**src/rtl/i2c_pkg.sv**
```systemverilog
// Shared I2C definitions: sequencer FSM states, default-width command record
// and small sizing helpers used by the command path.
package i2c_pkg;

    // Sequencer states
    typedef enum logic [2:0] {
        IDLE,
        ISSUE,
        WAIT_HI,
        WAIT_LO,
        RESPOND
    } i2c_seq_state_e;

    // Default operand widths for a 7-bit addressed device with 8-bit registers
    localparam int unsigned I2C_DEF_DATA_W = 8;
    localparam int unsigned I2C_DEF_REG_W  = 8;
    localparam int unsigned I2C_DEF_ADDR_W = 7;

    // One queued command at default widths
    typedef struct packed {
        logic                      rw;
        logic [I2C_DEF_ADDR_W-1:0] dev;
        logic [I2C_DEF_REG_W-1:0]  regaddr;
        logic [I2C_DEF_DATA_W-1:0] data;
    } i2c_cmd_t;

    // Width of an occupancy counter able to hold 0..depth inclusive
    function automatic int unsigned i2c_level_width(input int unsigned depth);
        return $clog2(depth) + 1;
    endfunction

endpackage

```
**src/rtl/i2c_cmd_fifo.sv**
```systemverilog
// Command FIFO: power-of-two ring buffer of command records with an
// occupancy counter. Head is presented combinationally; push when full and
// pop when empty are ignored.
module i2c_cmd_fifo
    import i2c_pkg::*;
#(
    parameter type         T     = i2c_cmd_t,
    parameter int unsigned DEPTH = 4,
    localparam int unsigned AW   = $clog2(DEPTH),
    localparam int unsigned LW   = i2c_level_width(DEPTH)
) (
    input  logic          clk,
    input  logic          reset_n,
    input  logic          push_i,
    input  T              push_data_i,
    input  logic          pop_i,
    output T              head_o,
    output logic          empty_o,
    output logic          full_o,
    output logic [LW-1:0] level_o
);

    if (DEPTH < 2 || (DEPTH & (DEPTH - 1)) != 0) begin : g_bad_depth
        $error("i2c_cmd_fifo: DEPTH must be a power of two and at least 2");
    end

    T              mem_q [DEPTH];
    logic [AW-1:0] wr_ptr_q;
    logic [AW-1:0] rd_ptr_q;
    logic [LW-1:0] level_q;
    logic          do_push;
    logic          do_pop;

    assign empty_o = (level_q == '0);
    assign full_o  = (level_q == LW'(DEPTH));
    assign level_o = level_q;
    assign head_o  = mem_q[rd_ptr_q];
    assign do_push = push_i && !full_o;
    assign do_pop  = pop_i && !empty_o;

    // Storage array; contents need no reset since the level gates every read
    always_ff @(posedge clk) begin
        if (do_push) begin
            mem_q[wr_ptr_q] <= push_data_i;
        end
    end

    // Pointers and occupancy; simultaneous push and pop keeps the level
    always_ff @(posedge clk or negedge reset_n) begin
        if (!reset_n) begin
            wr_ptr_q <= '0;
            rd_ptr_q <= '0;
            level_q  <= '0;
        end else begin
            if (do_push) begin
                wr_ptr_q <= wr_ptr_q + AW'(1);
            end
            if (do_pop) begin
                rd_ptr_q <= rd_ptr_q + AW'(1);
            end
            case ({do_push, do_pop})
                2'b10:   level_q <= level_q + LW'(1);
                2'b01:   level_q <= level_q - LW'(1);
                default: level_q <= level_q;
            endcase
        end
    end

endmodule

```
**src/rtl/i2c_cmd_sequencer.sv**
```systemverilog
// I2C command sequencer: queues register read/write commands and feeds them
// one at a time to a byte-level I2C master, using the master's busy
// rise/fall as the start/finish handshake, with a bounded wait on each edge.
module i2c_cmd_sequencer
    import i2c_pkg::*;
#(
    parameter int unsigned DATA_WIDTH          = 8,
    parameter int unsigned REGISTER_ADDR_WIDTH = 8,
    parameter int unsigned ADDRESS_WIDTH       = 7,
    parameter int unsigned FIFO_DEPTH          = 4,
    parameter int unsigned TIMEOUT_CYCLES      = 65535,
    localparam int unsigned LVL_W              = i2c_level_width(FIFO_DEPTH)
) (
    input  logic                           clk,
    input  logic                           reset_n,
    input  logic                           cmd_valid,
    output logic                           cmd_ready,
    input  logic                           cmd_rw,
    input  logic [ADDRESS_WIDTH-1:0]       cmd_dev,
    input  logic [REGISTER_ADDR_WIDTH-1:0] cmd_reg,
    input  logic [DATA_WIDTH-1:0]          cmd_data,
    output logic                           rsp_valid,
    input  logic                           rsp_ready,
    output logic [DATA_WIDTH-1:0]          rsp_data,
    output logic                           rsp_rw,
    output logic                           rsp_timeout,
    output logic                           i2c_en,
    output logic                           i2c_rw,
    output logic [ADDRESS_WIDTH-1:0]       i2c_device_addr,
    output logic [REGISTER_ADDR_WIDTH-1:0] i2c_register_addr,
    output logic [DATA_WIDTH-1:0]          i2c_mosi,
    input  logic                           i2c_busy,
    input  logic [DATA_WIDTH-1:0]          i2c_miso,
    output logic [LVL_W-1:0]               fifo_level
);

    localparam int unsigned CNT_W = $clog2(TIMEOUT_CYCLES + 1);

    // Command record at this instance's operand widths
    typedef struct packed {
        logic                           rw;
        logic [ADDRESS_WIDTH-1:0]       dev;
        logic [REGISTER_ADDR_WIDTH-1:0] regaddr;
        logic [DATA_WIDTH-1:0]          data;
    } cmd_t;

    i2c_seq_state_e  state_q;
    cmd_t            op_q;
    logic            en_q;
    logic [CNT_W-1:0] wait_cnt_q;
    logic            rsp_valid_q;
    logic [DATA_WIDTH-1:0] rsp_data_q;
    logic            rsp_rw_q;
    logic            rsp_timeout_q;

    cmd_t            push_cmd;
    cmd_t            fifo_head;
    logic            fifo_empty;
    logic            fifo_full;
    logic            fifo_push;
    logic            fifo_pop;
    logic            wait_expired;

    assign push_cmd  = '{rw: cmd_rw, dev: cmd_dev, regaddr: cmd_reg, data: cmd_data};
    assign cmd_ready = !fifo_full;
    assign fifo_push = cmd_valid && cmd_ready;
    assign fifo_pop  = (state_q == IDLE) && !fifo_empty && !rsp_valid_q;

    // Counter value after TIMEOUT_CYCLES full cycles spent in a wait state
    assign wait_expired = (wait_cnt_q == CNT_W'(TIMEOUT_CYCLES - 1));

    i2c_cmd_fifo #(
        .T     (cmd_t),
        .DEPTH (FIFO_DEPTH)
    ) u_fifo (
        .clk         (clk),
        .reset_n     (reset_n),
        .push_i      (fifo_push),
        .push_data_i (push_cmd),
        .pop_i       (fifo_pop),
        .head_o      (fifo_head),
        .empty_o     (fifo_empty),
        .full_o      (fifo_full),
        .level_o     (fifo_level)
    );

    assign i2c_en            = en_q;
    assign i2c_rw            = op_q.rw;
    assign i2c_device_addr   = op_q.dev;
    assign i2c_register_addr = op_q.regaddr;
    assign i2c_mosi          = op_q.data;
    assign rsp_valid         = rsp_valid_q;
    assign rsp_data          = rsp_data_q;
    assign rsp_rw            = rsp_rw_q;
    assign rsp_timeout       = rsp_timeout_q;

    // Sequencer FSM: pop, request, wait busy rise, wait busy fall, respond
    always_ff @(posedge clk or negedge reset_n) begin
        if (!reset_n) begin
            state_q       <= IDLE;
            op_q          <= '0;
            en_q          <= 1'b0;
            wait_cnt_q    <= '0;
            rsp_valid_q   <= 1'b0;
            rsp_data_q    <= '0;
            rsp_rw_q      <= 1'b0;
            rsp_timeout_q <= 1'b0;
        end else begin
            case (state_q)
                IDLE: begin
                    if (fifo_pop) begin
                        op_q    <= fifo_head;
                        en_q    <= 1'b1;
                        state_q <= ISSUE;
                    end
                end
                ISSUE: begin
                    wait_cnt_q <= '0;
                    state_q    <= WAIT_HI;
                end
                WAIT_HI: begin
                    // Master only samples en on its divider tick, so keep it up until busy
                    if (i2c_busy) begin
                        en_q       <= 1'b0;
                        wait_cnt_q <= '0;
                        state_q    <= WAIT_LO;
                    end else if (wait_expired) begin
                        en_q          <= 1'b0;
                        rsp_valid_q   <= 1'b1;
                        rsp_data_q    <= '0;
                        rsp_rw_q      <= op_q.rw;
                        rsp_timeout_q <= 1'b1;
                        state_q       <= RESPOND;
                    end else begin
                        wait_cnt_q <= wait_cnt_q + CNT_W'(1);
                    end
                end
                WAIT_LO: begin
                    if (!i2c_busy) begin
                        rsp_valid_q   <= 1'b1;
                        rsp_data_q    <= op_q.rw ? i2c_miso : '0;
                        rsp_rw_q      <= op_q.rw;
                        rsp_timeout_q <= 1'b0;
                        state_q       <= RESPOND;
                    end else if (wait_expired) begin
                        rsp_valid_q   <= 1'b1;
                        rsp_data_q    <= '0;
                        rsp_rw_q      <= op_q.rw;
                        rsp_timeout_q <= 1'b1;
                        state_q       <= RESPOND;
                    end else begin
                        wait_cnt_q <= wait_cnt_q + CNT_W'(1);
                    end
                end
                RESPOND: begin
                    if (rsp_ready) begin
                        rsp_valid_q <= 1'b0;
                        state_q     <= IDLE;
                    end
                end
                default: begin
                    en_q    <= 1'b0;
                    state_q <= IDLE;
                end
            endcase
        end
    end

endmodule

```
**config.mk**
```make
export PLATFORM = sky130hd
export DESIGN_NAME = i2c_cmd_sequencer
export DESIGN_NICKNAME = d
export VERILOG_FILES = /design/src/rtl/i2c_pkg.sv /design/src/rtl/i2c_cmd_fifo.sv /design/src/rtl/i2c_cmd_sequencer.sv
export SDC_FILE = /design/constraint.sdc
export NUM_CORES = 1
export LEC_CHECK = 0
export CORE_ASPECT_RATIO = 1.2
export CORE_MARGIN = 2
export CORE_UTILIZATION = 50
export CTS_CLUSTER_SIZE = 24
export DETAILED_ROUTE_END_ITERATION = 10
export GPL_TIMING_DRIVEN = 0
export PLACE_DENSITY = 0.76
export REMOVE_ABC_BUFFERS = 1
export SLEW_MARGIN = 20
export SYNTH_ARGS = -nofsm -noshare
export SYNTH_HDL_FRONTEND = slang
export SYNTH_HIERARCHICAL = 1
export SYNTH_SLANG_ARGS = --single-unit
```
**constraint.sdc**
```tcl
create_clock -name clk -period 2.75 [get_ports clk]
set_clock_uncertainty 0.15 [all_clocks]
set_input_delay 0.4125 -clock clk [delete_from_list [all_inputs] [get_ports clk]]
set_output_delay 0.4125 -clock clk [all_outputs]
set_load 0.005 [all_outputs]
```
; ---- Word level (Yosys, flattened, before mapping)
; Memory sizes are Yosys's and may differ from the RTL's. A register that Yosys moved wholly into a read port is not among the register bits.
; Cells that the tools add are included.
[word_totals]
ram_bits = 96
input_bits = 37
wordCells = 87
ff_bits = 38
mem_count = 1
[classes]
reduce_logical = 22
bitwise_logic = 1
n_eq_ne = 13
n_addsub = 5
mux = 35
[memory_table]
columns = memory, words, word_bits, read_ports, rd_clocked_by_memory_dff, wr, line_no
row1 = u_fifo.mem_q, 4, 24, 1, 1, 1, i2c_cmd_fifo.sv:27  ; T mem_q [DEPTH];
[ops]
columns = operator, count
row1 = $mux W16, 3
row2 = $pmux W16 S3, 1
row3 = $mux W8, 4
row4 = $add A16 B1 Y16 const B, 1
row5 = $eq A16 B16 Y1 const B, 1
row6 = $pmux W8 S2, 1
row7 = $mux W1, 15
row8 = $mux W3, 5
row9 = $pmux W3 S5, 1
row10 = $reduce_and A2 Y1, 4
row11 = $eq A3 B2 Y1 const B, 2
row12 = $eq A3 B3 Y1 const B, 2
row13 = $logic_not A3 Y1, 2
row14 = $ne A2 B2 Y1 const B, 3
row15 = $pmux W1 S3, 2
row16 = $pmux W3 S2, 1
row17 = $reduce_and A3 Y1, 2
row18 = $reduce_bool A3 Y1, 2
row19 = $logic_and A1 B1 Y1, 5
row20 = $add A2 B1 Y2 const B, 2
row21 = $logic_not A1 Y1, 4
row22 = $pmux W1 S2, 2
row23 = $reduce_bool A2 Y1, 2
row24 = $add A3 B1 Y3 const B, 1
row25 = other kinds (8), 8

; ---- Logic depth before layout (Yosys ltp)
; Gate-level depths: netlist of run 1.
[logic_depth]
depth_word = 7
mapped_depth = 12
ltp_nobuf = 11

; ---- Hierarchy
; Netlist of run 1, hierarchy kept.
[modules_own_cells]
columns = module, n_inst, cells_per_inst, area_each_um2, seq_area_each_um2
row1 = i2c_cmd_fifo, 1, 163, 3933.8, 3057.9
row2 = i2c_cmd_sequencer, 1, 233, 2588.7, 1376.3

; ---- Least setup slack after synthesis of run 1
; No wires, ideal clock.
[synth_timing]
path_type = reg2reg
start = register state_q[0]
end = register u_fifo.level_q[2], in the netlist u_fifo/level_o[2]
t_required_ps = 2521
path_stages_with_launch = 13
arrival_time_ps = 2368
setup_ps = 79
n_path_buf = 2
path_slack_ps = 153
cell_sequence = dfrtp_1 > clkbuf_1 > nor2_1 > nand2_1 > buf_2 > inv_1 > o31a_1 > ha_1 > inv_1 > fa_1 > xor2_1 > nor2_1 > xor2_1
[synth_via]
elab_chain_len = 6
word_cells_on_any_way = 8
classes_between = eq/ne (2) / mux (1) / reduce/logical (5)
[synth_rtl]
columns = item, line_no
row1 = "start, declared", i2c_cmd_sequencer.sv:47  ; i2c_seq_state_e state_q;
row2 = "start signal, assigned", i2c_cmd_sequencer.sv:100  ; state_q <= IDLE;
row3 = "start signal, assigned", i2c_cmd_sequencer.sv:114  ; state_q <= ISSUE;
row4 = "start signal, assigned", i2c_cmd_sequencer.sv:119  ; state_q <= WAIT_HI;
row5 = $logic_not A3 Y1 *, i2c_cmd_sequencer.sv:67  ; assign fifo_pop = (state_q == IDLE) && !fifo_empty && !rsp_valid_q;
row6 = $logic_and A1 B1 Y1 * (2 in a row), i2c_cmd_sequencer.sv:67
row7 = named net fifo_pop, i2c_cmd_sequencer.sv:61  ; logic fifo_pop;
row8 = $logic_and A1 B1 Y1 *, i2c_cmd_fifo.sv:39  ; assign do_pop = pop_i && !empty_o;
row9 = named net u_fifo.do_pop, i2c_cmd_fifo.sv:32  ; logic do_pop;
row10 = $eq A2 B1 Y1 / $eq A2 B2 Y1 (equally long branches), i2c_cmd_fifo.sv:61  ; case ({do_push, do_pop})
row11 = $pmux W3 S2 / $reduce_bool A2 Y1 (equally long branches), -
row12 = "end signal, assigned", i2c_cmd_fifo.sv:62  ; 2'b10: level_q <= level_q + LW'(1);
row13 = "end signal, assigned", i2c_cmd_fifo.sv:63  ; 2'b01: level_q <= level_q - LW'(1);
row14 = "end signal, assigned", i2c_cmd_fifo.sv:64  ; default: level_q <= level_q;
row15 = "end, declared", i2c_cmd_fifo.sv:30  ; logic [LW-1:0] level_q;
; Mark *: on every way through the listed nets, which the timed path passes. The rest lies on a longest branch.
; A chain may end at the register's enable or synchronous reset.

; ---- Worst setup path in the final report of run 1
[layout_timing]
start = register u_fifo.level_q[0], in the netlist u_fifo/level_o[0]
end = register u_fifo.level_q[2], in the netlist u_fifo/level_o[2]
[layout_via]
elab_chain_len = 7
word_cells_on_any_way = 15
classes_between = add/sub (2) / eq/ne (3) / mux (1) / reduce/logical (9)
[layout_rtl]
columns = item, line_no
row1 = $logic_not A3 Y1 *, i2c_cmd_fifo.sv:34  ; assign empty_o = (level_q == '0);
row2 = named net fifo_empty, i2c_cmd_sequencer.sv:58  ; logic fifo_empty;
row3 = $logic_not A1 Y1 *, i2c_cmd_sequencer.sv:67
row4 = $logic_and A1 B1 Y1 * (2 in a row), i2c_cmd_sequencer.sv:67
row5 = named net fifo_pop, i2c_cmd_sequencer.sv:61
row6 = $logic_and A1 B1 Y1 *, i2c_cmd_fifo.sv:39
row7 = named net u_fifo.do_pop, i2c_cmd_fifo.sv:32
row8 = $eq A2 B1 Y1 / $eq A2 B2 Y1 (equally long branches), i2c_cmd_fifo.sv:61
row9 = $pmux W3 S2 / $reduce_bool A2 Y1 (equally long branches), -
; Marks and branches as above.

==> run summary, run 1 <==
Dominant synthesized flop cell: sky130_fd_sc_hd__edfxtp_1
Register-to-register path setup slack: 0.29 ns
FF+latch count, synth: 158
Internal Power: 5.96 mW
Worst min-delay path class: in2async
H-tree levels: 4
Global-route wire length before repair: 19600 um
Power density over cell area: 1030 nW/um2
Number of vias per cell after detailed routing: 5.65
Final core area utilization: 63.4%
Transition at the pin with the smallest max-transition slack: 1.04 ns
Detailed placer's ending HPWL: 7770 um
Combinational share of power: 28.4%
Setup repair after global routing missed its margin: false
Top cells by area, synth: sky130_fd_sc_hd__edfxtp_1, sky130_fd_sc_hd__dfrtp_1, sky130_fd_sc_hd__mux4_2, sky130_fd_sc_hd__mux2_2, sky130_fd_sc_hd__mux4_1
Share of layout cells above drive strength 1: 19.9%
CORE AREA: 12700 um2
Reported net switching power: 2.39 mW
Clock Pin Slew Worst Setup and Hold Paths: 0.06 ns
Number of pins exceeding their max-slew limit in the final report: 0
Required time reported for the critical path endpoint: 2.93 ns
Max Freq: 406 MHz
Kind of launch point of the worst setup path: flop
Run status: completed
Floorplan die area: 14000 um2
Origin of the worst setup path: u_fifo/level_o[0]$_DFFE_PN0P_
Terminus of the critical flop-to-flop path: u_fifo/level_o[2]$_DFFE_PN0P_
Clock Tree Buf Depth: 2
Commonest cells in the synthesized netlist: sky130_fd_sc_hd__edfxtp_1, sky130_fd_sc_hd__dfrtp_1, sky130_fd_sc_hd__mux2_2
Worst-case vdd ir drop: 0.689 mV
Hold Vio Cnt, Final: 0
Nature of the critical path endpoint: flop
IO Port Bufs: 76
Number of clock sinks: 158
Cell taking the most area after synthesis: sky130_fd_sc_hd__edfxtp_1
Starting utilization of the core area: 51.3%
RR Startpoint: u_fifo/level_o[0]$_DFFE_PN0P_
Top fanout value on the critical path: 6
End of the critical path: u_fifo/level_o[2]$_DFFE_PN0P_
Std cell rows: 45
Final min period: 2.46 ns
Clock Latency Late Sink: 0.41 ns
Fraction of the cycle the final worst path needs: 89.6%
Vias in the first global route: 3894
Warning count from the yosys run: 6
Non-Filler Instances: 657
Total of endpoints with negative setup slack in the final report: 0
Number of maximum-capacitance constraint violations: 0
Worst endpoint data arrival time: 2.65 ns
Wire length after detailed routing: 12500 um
Final nets: 525
Diode insertion count for antenna repair: 0
Number of buffers added by the clock tree synthesis step: 17
Worst slew margin: 30.6%
Worst Hold Slack: 0.291 ns
Total track usage: 18.9%
Antenna violations before repair: 0
Async SR Flop Fraction: 39.2%
Number of I/O pins: 77
# DRC: 0
Root buffer cell: sky130_fd_sc_hd__clkbuf_16
Most common cell in the netlist: sky130_fd_sc_hd__edfxtp_1
EDFF count, synth: 96
Clock network power share: 27.0%
Post-Synthesis Cells: 396
Initial DRC count: 215
Sequential group share of total power: 44.6%
CTS tree: yes
Synth-to-Final Area Change: 23.7%
Via total after detailed routing: 3712
Share of Yosys cell area claimed by the top area cell type: 44.2%
FF-to-FF path depth: 11
Die Width: 108 um
Average wire per cell in the routed design: 19.1 um
Register area share after synthesis: 68.0%
Overflow after GRT: 0
Critical path type: reg2reg
Count of TritonRoute iterations in the first routing pass: 4
Static leakage: 2.99 nW
Net switching fraction of the power: 28.6%
Number of antenna-violating nets in the routed design: 0
Count of unique library cells instantiated by Yosys: 53
Routability-driven placement congestion ratio: 0.856
Height of the die: 129 um
Synthesized area per cell: 16.5 um2
Maximum number of pins on one net before global-route repair: 43
Number of cells after detailed placement: 618
Post-Syn Area: 6520 um2
metrics by stage:
| stage | setup TNS, ns | total power [mW] | setup WS, ns | area, um2 |
|---|---|---|---|---|
| finish | 0 | 8.35 | 0.287 | 8070 |
| floorplan | 0 | 4.90 | 0.0536 | 6380 |
| detailed placement | -1.63 | 6.08 | -0.259 | 7410 |
| global route | 0 | 8.81 | 0.0875 | 8070 |
| CTS | -0.169 | 8.39 | -0.169 | 8010 |
| global placement | -84.89 | 5.92 | -1.08 | 7350 |
cell usage in the layout (no fill, tap or decap), types with 3 or more instances in the layout:
cell type,synthesis,layout
sky130_fd_sc_hd__inv_6,0,3
sky130_fd_sc_hd__a31oi_1,3,3
sky130_fd_sc_hd__inv_1,14,14
sky130_fd_sc_hd__clkbuf_16,0,17
sky130_fd_sc_hd__and2_2,0,4
sky130_fd_sc_hd__xor2_1,3,3
sky130_fd_sc_hd__xnor2_1,15,15
sky130_fd_sc_hd__nand2_1,19,18
sky130_fd_sc_hd__dfrtp_2,0,3
sky130_fd_sc_hd__mux4_2,18,18
sky130_fd_sc_hd__mux2_2,25,25
sky130_fd_sc_hd__and4_1,3,3
sky130_fd_sc_hd__and2_1,7,3
sky130_fd_sc_hd__dfrtp_1,62,59
sky130_fd_sc_hd__ha_1,7,7
sky130_fd_sc_hd__o21ai_0,8,8
sky130_fd_sc_hd__nand3_1,9,9
sky130_fd_sc_hd__a22o_1,9,9
sky130_fd_sc_hd__a211oi_1,3,3
sky130_fd_sc_hd__mux4_1,6,6
sky130_fd_sc_hd__nand4_1,4,4
sky130_fd_sc_hd__buf_4,1,6
sky130_fd_sc_hd__clkinv_1,0,3
sky130_fd_sc_hd__or3_1,3,3
sky130_fd_sc_hd__clkdlybuf4s50_1,0,75
sky130_fd_sc_hd__edfxtp_1,96,96
sky130_fd_sc_hd__a21oi_1,8,8
sky130_fd_sc_hd__a2111oi_0,5,5
sky130_fd_sc_hd__nor2_1,18,17
layer usage:
metal | part of all wire [%] | wire [um] | track usage, % | vias to the layer above
li1 | - | - | - | 1690
met1 | 40 | 5010 | 22.0 | 1906
met2 | 53 | 6680 | 32.8 | 104
met3 | 5.7 | 718 | 6.64 | 12
met4 | 1.1 | 133 | 6.18 | 0
met5 | 0 | 0 | 0 | -
power groups by stage:
stage	Sequential [mW]	Clock, mW	Combinational, mW
2_1_floorplan	3.65	0	1.25
3_3_place_gp	3.77	0	2.15
3_5_place_dp	3.76	0	2.32
4_1_cts	3.72	2.31	2.35
5_1_grt	3.82	2.41	2.58
6_report	3.72	2.25	2.37
repair_timing:
item,CTS,global route
gates resized for setup,2,6
gates cloned,0,1
setup endpoints to repair,12,11
setup buffers,0,5
pin swaps,0,3
endpoints found under the hold margin,20,0
hold buffers,1,0
final cells by class:
cell class / count / area (um2)
clock inverter: 14 / 140
sequential: 158 / 4440
clock buffer: 18 / 439
timing repair buffer: 84 / 853
inverter: 14 / 52.6
tap: 164 / 205
fill: 962 / 4650
multi-input combinational: 205 / 1940
sequential cells by signal (all words and copies together) (netlist names), 2 cells and up:
name               cells
u_fifo/mem_q          96
wait_cnt_q            16
i2c_mosi               8
i2c_register_addr      8
rsp_data               8
i2c_device_addr        7
state_q                3
u_fifo/level_o         3
u_fifo/rd_ptr_q        2
u_fifo/wr_ptr_q        2
logic make-up (layout without fill, tap and decap cells):
logic type,Yosys count,count (layout),share of synthesized area [%]
DFF,158,158,68.0
buffers and inverters,34,130,2.92
adders and majority gates,8,8,1.65
AOI/OAI and AO/OA,49,49,5.62
muxes,50,50,13.1
and+or+nand+nor,79,80,6.31
xor gates and xnor gates,18,18,2.42
worst min-delay path by stage:
stage	start	end	slack (ns)	cells past startpoint
final	reset_n	u_fifo/wr_ptr_q[0]$_DFFE_PN0P_	0.29	2
after global placement	rsp_data[1]$_DFFE_PN0P_	rsp_data[1]$_DFFE_PN0P_	0.33	1
after CTS	reset_n	u_fifo/level_o[0]$_DFFE_PN0P_	0.30	2
after floorplan	reset_n	i2c_device_addr[0]$_DFFE_PN0P_	-0.03	0
after detailed placement	reset_n	u_fifo/level_o[2]$_DFFE_PN0P_	0.19	1
after global routing	reset_n	u_fifo/level_o[0]$_DFFE_PN0P_	0.30	2
critical path, cell delays in order, from the launching register on:
cell	delay, ns
sky130_fd_sc_hd__dfrtp_1	0.45
sky130_fd_sc_hd__nor3_1	0.16
sky130_fd_sc_hd__nor3_4	0.21
sky130_fd_sc_hd__nand2_4	0.08
sky130_fd_sc_hd__inv_1	0.06
sky130_fd_sc_hd__o31a_1	0.20
sky130_fd_sc_hd__ha_1	0.21
sky130_fd_sc_hd__inv_1	0.06
sky130_fd_sc_hd__fa_1	0.37
sky130_fd_sc_hd__xor2_1	0.15
sky130_fd_sc_hd__nor2_1	0.12
sky130_fd_sc_hd__xor2_1	0.16
No activity file was read; power rests on OpenSTA's default activity.
==> run 2: changes to the inputs <==
--- a/config.mk
+++ b/config.mk
@@ -7,11 +7,12 @@
 export LEC_CHECK = 0
 export CORE_ASPECT_RATIO = 1.2
 export CORE_MARGIN = 2
-export CORE_UTILIZATION = 50
+export CORE_UTILIZATION = 52
+export CTS_BUF_LIST = sky130_fd_sc_hd__clkbuf_8
 export CTS_CLUSTER_SIZE = 24
 export DETAILED_ROUTE_END_ITERATION = 10
 export GPL_TIMING_DRIVEN = 0
-export PLACE_DENSITY = 0.76
+export PLACE_DENSITY = 0.79
 export REMOVE_ABC_BUFFERS = 1
 export SLEW_MARGIN = 20
 export SYNTH_ARGS = -nofsm -noshare
==> run summary, run 2 (synthesis results as in run 1) <==
# DRC: 0 (unchanged)
Max Freq: 374 MHz (was 406 MHz)
Run status: completed (unchanged)
Number of buffers and inverters on the critical path: 2 (unchanged)
Root buffer cell: sky130_fd_sc_hd__clkbuf_8 (was sky130_fd_sc_hd__clkbuf_16)
Transition at the pin with the smallest max-transition slack: 0.951 ns (was 1.04 ns)
Global-route wire length before repair: 20100 um (was 19600 um)
CP max-delay cell: sky130_fd_sc_hd__dfrtp_1 (unchanged)
Leading cell type in the layout, fill and taps excluded: sky130_fd_sc_hd__edfxtp_1 (unchanged)
FF-to-FF path depth: 10 (was 11)
Power density over cell area: 975 nW/um2 (was 1030 nW/um2)
Routability-driven placement congestion ratio: 0.849 (was 0.856)
Crit path cell chain: nor3_2 > nand2_4 > inv_1 > o31a_1 > ha_1 > inv_1 > fa_1 > xor2_1 > nor2_1 > xor2_1 (was nor3_1 > nor3_4 > nand2_4 > inv_1 > o31a_1 > ha_1 > inv_1 > fa_1 > xor2_1 > nor2_1 > xor2_1)
Die Width: 106 um (was 108 um)
Commonest cells after routing, fill and taps aside: sky130_fd_sc_hd__edfxtp_1, sky130_fd_sc_hd__clkdlybuf4s50_1, sky130_fd_sc_hd__dfrtp_1, sky130_fd_sc_hd__mux2_2 (unchanged)
Count of TritonRoute iterations in the first routing pass: 4 (unchanged)
Average wire per cell in the routed design: 19.1 um (about the same)
Height of the die: 127 um (was 129 um)
Worst-case vdd ir drop: 0.589 mV (was 0.689 mV)
Worst slew margin: 36.3% (was 30.6%)
Required time reported for the critical path endpoint: 2.97 ns (was 2.93 ns)
Fraction of the cycle the final worst path needs: 97.3% (was 89.6%)
Diode insertion count for antenna repair: 0 (unchanged)
Total of endpoints with negative setup slack in the final report: 0 (unchanged)
IO Port Bufs: 76 (unchanged)
Setup repair after global routing missed its margin: true (was false)
Wire length after detailed routing: 12500 um (about the same)
CORE AREA: 12200 um2 (was 12700 um2)
Vias in the first global route: 3932 (was 3894)
Number of clock sinks: 158 (unchanged)
Total power of the final layout: 7.66 mW (was 8.35 mW)
Starting utilization of the core area: 53.6% (was 51.3%)
Number of maximum-capacitance constraint violations: 0 (unchanged)
Registers with the most flip-flops: u_fifo/mem_q (96), wait_cnt_q (16) (unchanged)
Number of buffers added by the clock tree synthesis step: 17 (unchanged)
Initial DRC count: 289 (was 215)
Clock Latency Late Sink: 0.44 ns (was 0.41 ns)
Top fanout value on the critical path: 13 (was 6)
Final core area utilization: 64.6% (was 63.4%)
CTS tree: yes (unchanged)
Overflow after GRT: 0 (unchanged)
Number of inserted filler cells in the final layout: 873 (was 962)
Number of I/O pins: 77 (unchanged)
Largest register FFs: 96 (unchanged)
Nature of the critical path endpoint: flop (unchanged)
Antenna violations before repair: 0 (unchanged)
Worst Hold Slack: 0.220 ns (was 0.291 ns)
Floorplan die area: 13500 um2 (was 14000 um2)
Static leakage: 2.91 nW (was 2.99 nW)
Final min period: 2.68 ns (was 2.46 ns)
Worst path setup slack after routing: 0.0733 ns (was 0.287 ns)
Worst endpoint data arrival time: 2.89 ns (was 2.65 ns)
Number of vias per cell after detailed routing: 5.70 (was 5.65)
Maximum number of pins on one net before global-route repair: 52 (was 43)
Kind of launch point of the worst setup path: flop (unchanged)
Clock Tree Buf Depth: 2 (unchanged)
Share of layout cells above drive strength 1: 19.9% (about the same)
Slowest cell delay on critical path: 0.53 ns (was 0.45 ns)
Clock Pin Slew Worst Setup and Hold Paths: 0.09 ns (was 0.06 ns)
Via total after detailed routing: 3722 (was 3712)
Post-route design area: 7860 um2 (was 8070 um2)
RR Startpoint: state_q[2]$_DFFE_PN0P_ (was u_fifo/level_o[0]$_DFFE_PN0P_)
Terminus of the critical flop-to-flop path: u_fifo/level_o[2]$_DFFE_PN0P_ (unchanged)
Register-to-register path setup slack: 0.07 ns (was 0.29 ns)
Std cell rows: 44 (was 45)
Final nets: 524 (was 525)
H-tree levels: 4 (unchanged)
Cell Area, Placed: 7400 um2 (was 7410 um2)
Worst slack after detailed placement: -0.271 ns (was -0.259 ns)
Hold Vio Cnt, Final: 0 (unchanged)
Total track usage: 19.7% (was 18.9%)
Register ranked first by flip-flop count: u_fifo/mem_q (unchanged)
Top cell family by delay on the critical path: simple AND/OR/NAND/NOR gates (was adder cells)
Detailed placer's ending HPWL: 7670 um (was 7770 um)
Synth-to-Final Area Change: 20.5% (was 23.7%)
Number of antenna-violating nets in the routed design: 0 (unchanged)
Number of pins exceeding their max-slew limit in the final report: 0 (unchanged)
Worst min-delay path class: in2async (unchanged)
Critical path type: reg2reg (unchanged)
==> run 2: changes by cell type in the layout (fill, tap and decap cells not counted), moves of 2 or more <==
cell / previous run / this run
sky130_fd_sc_hd__clkbuf_8: 1 / 17
sky130_fd_sc_hd__inv_6: 3 / 6
sky130_fd_sc_hd__buf_4: 6 / 4
sky130_fd_sc_hd__clkinv_1: 3 / 0
sky130_fd_sc_hd__nor3_2: 0 / 2
sky130_fd_sc_hd__clkbuf_16: 17 / 0
==> run 2: timing repair <==
item                                   in CTS  in global routing
gates resized for setup                     2                  4
setup buffers                               0                  4
pin swaps                                   0                  3
setup endpoints to repair                  12                 12
hold buffers                                1                  0
endpoints found under the hold margin      62                  0
gates cloned                                0                  1
==> run 2: power breakdown <==
| group | internal (mW) | switching [mW] | leakage [nW] | total (mW) |
|---|---|---|---|---|
| Clock | 0.727 | 0.867 | 0.193 | 1.59 |
| Combinational | 1.38 | 0.987 | 1.07 | 2.37 |
| Sequential | 3.20 | 0.500 | 1.65 | 3.70 |
==> run 2: worst max-delay path by stage <==
stage	cells past startpoint	to	startpoint	slack [ns]
after floorplan	10	u_fifo/level_o[2]$_DFFE_PN0P_	state_q[0]$_DFFE_PN0P_	0.05
after detailed placement	10	u_fifo/level_o[2]$_DFFE_PN0P_	state_q[1]$_DFFE_PN0P_	-0.27
after global routing	10	u_fifo/level_o[2]$_DFFE_PN0P_	state_q[2]$_DFFE_PN0P_	-0.12
final	10	u_fifo/level_o[2]$_DFFE_PN0P_	state_q[2]$_DFFE_PN0P_	0.07
after CTS	11	u_fifo/level_o[2]$_DFFE_PN0P_	u_fifo/level_o[0]$_DFFE_PN0P_	-0.15
after global placement	1	i2c_register_addr[4]$_DFFE_PN0P_	reset_n	-1.09
==> run 2: stage by stage <==
| stage | TNS, ns | std cells |
|---|---|---|
| 2_1_floorplan | 0 | 376 |
| 3_3_place_gp | -82.36 | 613 |
| 3_5_place_dp | -1.45 | 615 |
| 4_1_cts | -0.149 | 648 |
| 5_1_grt | -0.195 | 653 |
| 6_report | 0 | 653 |
==> run 2: area by class of cell <==
class | instances | area (um2) | area share [%]
Tap cell | 161 | 201 | 2.56
Inverter | 14 | 52.6 | 0.669
Clock buffer | 17 | 234 | 2.98
Timing Repair Buffer | 83 | 858 | 10.9
Clock inverter | 15 | 135 | 1.72
Multi-Input combinational cell | 205 | 1940 | 24.7
Sequential cell | 158 | 4440 | 56.5
==> run 2: metal layers <==
| layer | part of all wire, % | vias to the layer above | wire [um] | global-route usage (%) |
|---|---|---|---|---|
| met2 | 53 | 109 | 6590 | 33.6 |
| met4 | 1.1 | 0 | 138 | 6.19 |
| met1 | 40 | 1905 | 4980 | 24.3 |
| met5 | 0 | - | 0 | 0 |
| li1 | - | 1693 | - | - |
| met3 | 6.2 | 15 | 774 | 6.01 |
==> run 2: worst reg2reg max path: cells and delay by family (launching register included) <==
kind	cells	cell delay [ns]
DFF	1	0.53
xor gates and xnor gates	2	0.32
adders and majority gates	2	0.57
and+or+nand+nor	3	0.67
AOI/OAI and AO/OA	1	0.20
buffers and inverters	2	0.17
==> run 3: changes to the inputs <==
--- a/config.mk
+++ b/config.mk
@@ -7,12 +7,12 @@
 export LEC_CHECK = 0
 export CORE_ASPECT_RATIO = 1.2
 export CORE_MARGIN = 2
-export CORE_UTILIZATION = 52
+export CORE_UTILIZATION = 62
 export CTS_BUF_LIST = sky130_fd_sc_hd__clkbuf_8
 export CTS_CLUSTER_SIZE = 24
 export DETAILED_ROUTE_END_ITERATION = 10
 export GPL_TIMING_DRIVEN = 0
-export PLACE_DENSITY = 0.79
+export PLACE_DENSITY = 0.88
 export REMOVE_ABC_BUFFERS = 1
 export SLEW_MARGIN = 20
 export SYNTH_ARGS = -nofsm -noshare
==> constraint.sdc (replaced) <==
create_clock -name clk -period 3.25 [get_ports clk]
set_clock_uncertainty 0.15 [all_clocks]
set_input_delay 0.4875 -clock clk [delete_from_list [all_inputs] [get_ports clk]]
set_output_delay 0.4875 -clock clk [all_outputs]
set_load 0.005 [all_outputs]
==> run summary, run 3 (synthesis results as in run 1) <==
Required time reported for the critical path endpoint: 3.46 ns (was 2.97 ns)
Commonest cells after routing, fill and taps aside: sky130_fd_sc_hd__edfxtp_1, sky130_fd_sc_hd__clkdlybuf4s50_1, sky130_fd_sc_hd__dfrtp_1, sky130_fd_sc_hd__mux2_2 (unchanged)
H-tree levels: 4 (unchanged)
Synth-to-Final Area Change: 18.9% (was 20.5%)
Count of TritonRoute iterations in the first routing pass: 8 (was 4)
Logic depth of the worst path, buffers included: 10 (unchanged)
Sequential group share of total power: 48.2% (was 48.3%)
Hold Vio Cnt, Final: 0 (unchanged)
Initial DRC count: 195 (was 289)
Total power of the final layout: 6.51 mW (was 7.66 mW)
Worst slack after detailed placement: 0.247 ns (was -0.271 ns)
Worst path setup slack after routing: 0.316 ns (was 0.0733 ns)
Post-CTS setup buffer count: 0 (unchanged)
Critical path type: reg2reg (unchanged)
Antenna violations before repair: 0 (unchanged)
Worst min-delay path class: in2async (unchanged)
Final TNS setup: 0 ns (unchanged)
Number of antenna-violating nets in the routed design: 0 (unchanged)
Routability-driven placement congestion ratio: 0.861 (was 0.849)
Static leakage: 2.86 nW (was 2.91 nW)
Clock Pin Slew Worst Setup and Hold Paths: 0.09 ns (about the same)
Register-to-register path setup slack: 0.32 ns (was 0.07 ns)
Setup repair after global routing missed its margin: false (was true)
Transition at the pin with the smallest max-transition slack: 0.976 ns (was 0.951 ns)
CP max-delay cell: sky130_fd_sc_hd__dfrtp_1 (unchanged)
Final min period: 2.93 ns (was 2.68 ns)
Total track usage: 23.0% (was 19.7%)
Worst slew margin: 34.6% (was 36.3%)
Detailed placer's ending HPWL: 7740 um (was 7670 um)
Number of buffers and inverters on the critical path: 2 (unchanged)
Floorplan die area: 11400 um2 (was 13500 um2)
Height of the die: 116 um (was 127 um)
Worst-case vdd ir drop: 0.641 mV (was 0.589 mV)
Total of endpoints with negative setup slack in the final report: 0 (unchanged)
Max Freq: 341 MHz (was 374 MHz)
Final nets: 519 (was 524)
Nature of the critical path endpoint: flop (unchanged)
FF-to-FF path depth: 10 (unchanged)
CORE AREA: 10400 um2 (was 12200 um2)
Diode insertion count for antenna repair: 0 (unchanged)
Number of I/O pins: 77 (unchanged)
Top fanout value on the critical path: 25 (was 13)
Clock Latency Late Sink: 0.44 ns (about the same)
Number of inserted filler cells in the final layout: 605 (was 873)
Leading cell type in the layout, fill and taps excluded: sky130_fd_sc_hd__edfxtp_1 (unchanged)
Share of layout cells above drive strength 1: 18.5% (was 19.9%)
Run status: completed (unchanged)
Die Width: 97.6 um (was 106 um)
Register ranked first by flip-flop count: u_fifo/mem_q (unchanged)
Registers with the most flip-flops: u_fifo/mem_q (96), wait_cnt_q (16) (unchanged)
Std cell rows: 41 (was 44)
Wire length after detailed routing: 12200 um (was 12500 um)
Number of maximum-capacitance constraint violations: 0 (unchanged)
Internal Power: 4.50 mW (was 5.31 mW)
Slowest cell delay on critical path: 0.53 ns (about the same)
RR Startpoint: state_q[2]$_DFFE_PN0P_ (unchanged)
Terminus of the critical flop-to-flop path: u_fifo/level_o[2]$_DFFE_PN0P_ (unchanged)
IO Port Bufs: 76 (unchanged)
Largest register FFs: 96 (unchanged)
Worst endpoint data arrival time: 3.15 ns (was 2.89 ns)
Clock network power share: 21.5% (was 20.8%)
Number of buffers added by the clock tree synthesis step: 17 (unchanged)
Number of vias per cell after detailed routing: 6.14 (was 5.70)
Clock Tree Buf Depth: 2 (unchanged)
Number of pins exceeding their max-slew limit in the final report: 0 (unchanged)
Combinational share of power: 30.3% (was 30.9%)
Overflow after GRT: 0 (unchanged)
Net switching fraction of the power: 30.8% (was 30.7%)
Root buffer cell: sky130_fd_sc_hd__clkbuf_8 (unchanged)
Via total after detailed routing: 3777 (was 3722)
Global-route wire length before repair: 19700 um (was 20100 um)
Average wire per cell in the routed design: 19.8 um (was 19.1 um)
Maximum number of pins on one net before global-route repair: 41 (was 52)
Crit path cell chain: nor3_1 > nand2_4 > inv_1 > o31a_1 > ha_1 > inv_1 > fa_1 > xor2_1 > nor2_1 > xor2_1 (was nor3_2 > nand2_4 > inv_1 > o31a_1 > ha_1 > inv_1 > fa_1 > xor2_1 > nor2_1 > xor2_1)
Fraction of the cycle the final worst path needs: 90.3% (was 97.3%)
Reported net switching power: 2.01 mW (was 2.35 mW)
Top cell family by delay on the critical path: simple AND/OR/NAND/NOR gates (unchanged)
Power density over cell area: 839 nW/um2 (was 975 nW/um2)
Number of clock sinks: 158 (unchanged)
CTS tree: yes (unchanged)
# DRC: 0 (unchanged)
Starting utilization of the core area: 62.9% (was 53.6%)
Kind of launch point of the worst setup path: flop (unchanged)
Vias in the first global route: 3986 (was 3932)
==> run 3: cell types whose count changed in the layout (fill, tap and decap cells not counted), moves of 2 or more <==
cell	delta
sky130_fd_sc_hd__inv_8	+2
sky130_fd_sc_hd__nor3_1	+2
sky130_fd_sc_hd__clkinv_2	-3
sky130_fd_sc_hd__buf_4	-3
==> run 3: power by group through the flow <==
stage,Clock [mW],Combinational [mW],Sequential [mW]
2_1_floorplan,0,1.06,3.09
3_3_place_gp,0,1.81,3.17
3_5_place_dp,0,1.97,3.16
4_1_cts,1.42,2.00,3.13
5_1_grt,1.50,2.13,3.20
6_report,1.40,1.97,3.13
==> run 3: final cells by class <==
class                   count  area (um2)  share of cell area, %
flip-flops and latches    158        4440                   57.2
multi-input cells         204        1910                   24.6
repair buffers             79         816                   10.5
clock buffers              17         234                   3.02
well taps                 129         161                   2.08
clock inverters            14         146                   1.89
inverters                  14        52.6                  0.677
==> run 3: how the worst max path moves through the flow <==
| stage | start | to | slack, ns |
|---|---|---|---|
| floorplan | state_q[0]$_DFFE_PN0P_ | u_fifo/level_o[2]$_DFFE_PN0P_ | 0.55 |
| global placement | reset_n | i2c_device_addr[2]$_DFFE_PN0P_ | -0.53 |
| detailed placement | state_q[2]$_DFFE_PN0P_ | u_fifo/level_o[2]$_DFFE_PN0P_ | 0.25 |
| CTS | state_q[1]$_DFFE_PN0P_ | u_fifo/level_o[2]$_DFFE_PN0P_ | 0.19 |
| global route | state_q[2]$_DFFE_PN0P_ | u_fifo/level_o[2]$_DFFE_PN0P_ | 0.1 |
| finish | state_q[2]$_DFFE_PN0P_ | u_fifo/level_o[2]$_DFFE_PN0P_ | 0.32 |
==> run 3: layer usage <==
metal	up-vias	routed length (um)	global-route usage (%)
met4	0	287	10.6
met5	-	0	0
li1	1673	-	-
met2	165	6400	39.4
met3	30	740	6.40
met1	1909	4740	27.5
==> run 3: what timing repair did <==
item                                    in CTS  in global routing
hold buffers                                 1                  0
endpoints found under the setup margin       0                  1
endpoints found under the hold margin       22                  0
gates resized for setup                      0                  1
==> run 3: stage by stage <==
step / std cells / area [um2] / util, % / hold WS, ns
after floorplan: 376 / 6380 / - / 0.0419
after global placement: 581 / 7310 / 70.5 / 0.334
after detailed placement: 583 / 7360 / 71.0 / 0.255
after CTS: 615 / 7750 / 74.8 / 0.310
after global routing: 615 / 7760 / 74.9 / 0.341
final: 615 / 7760 / 74.9 / 0.314
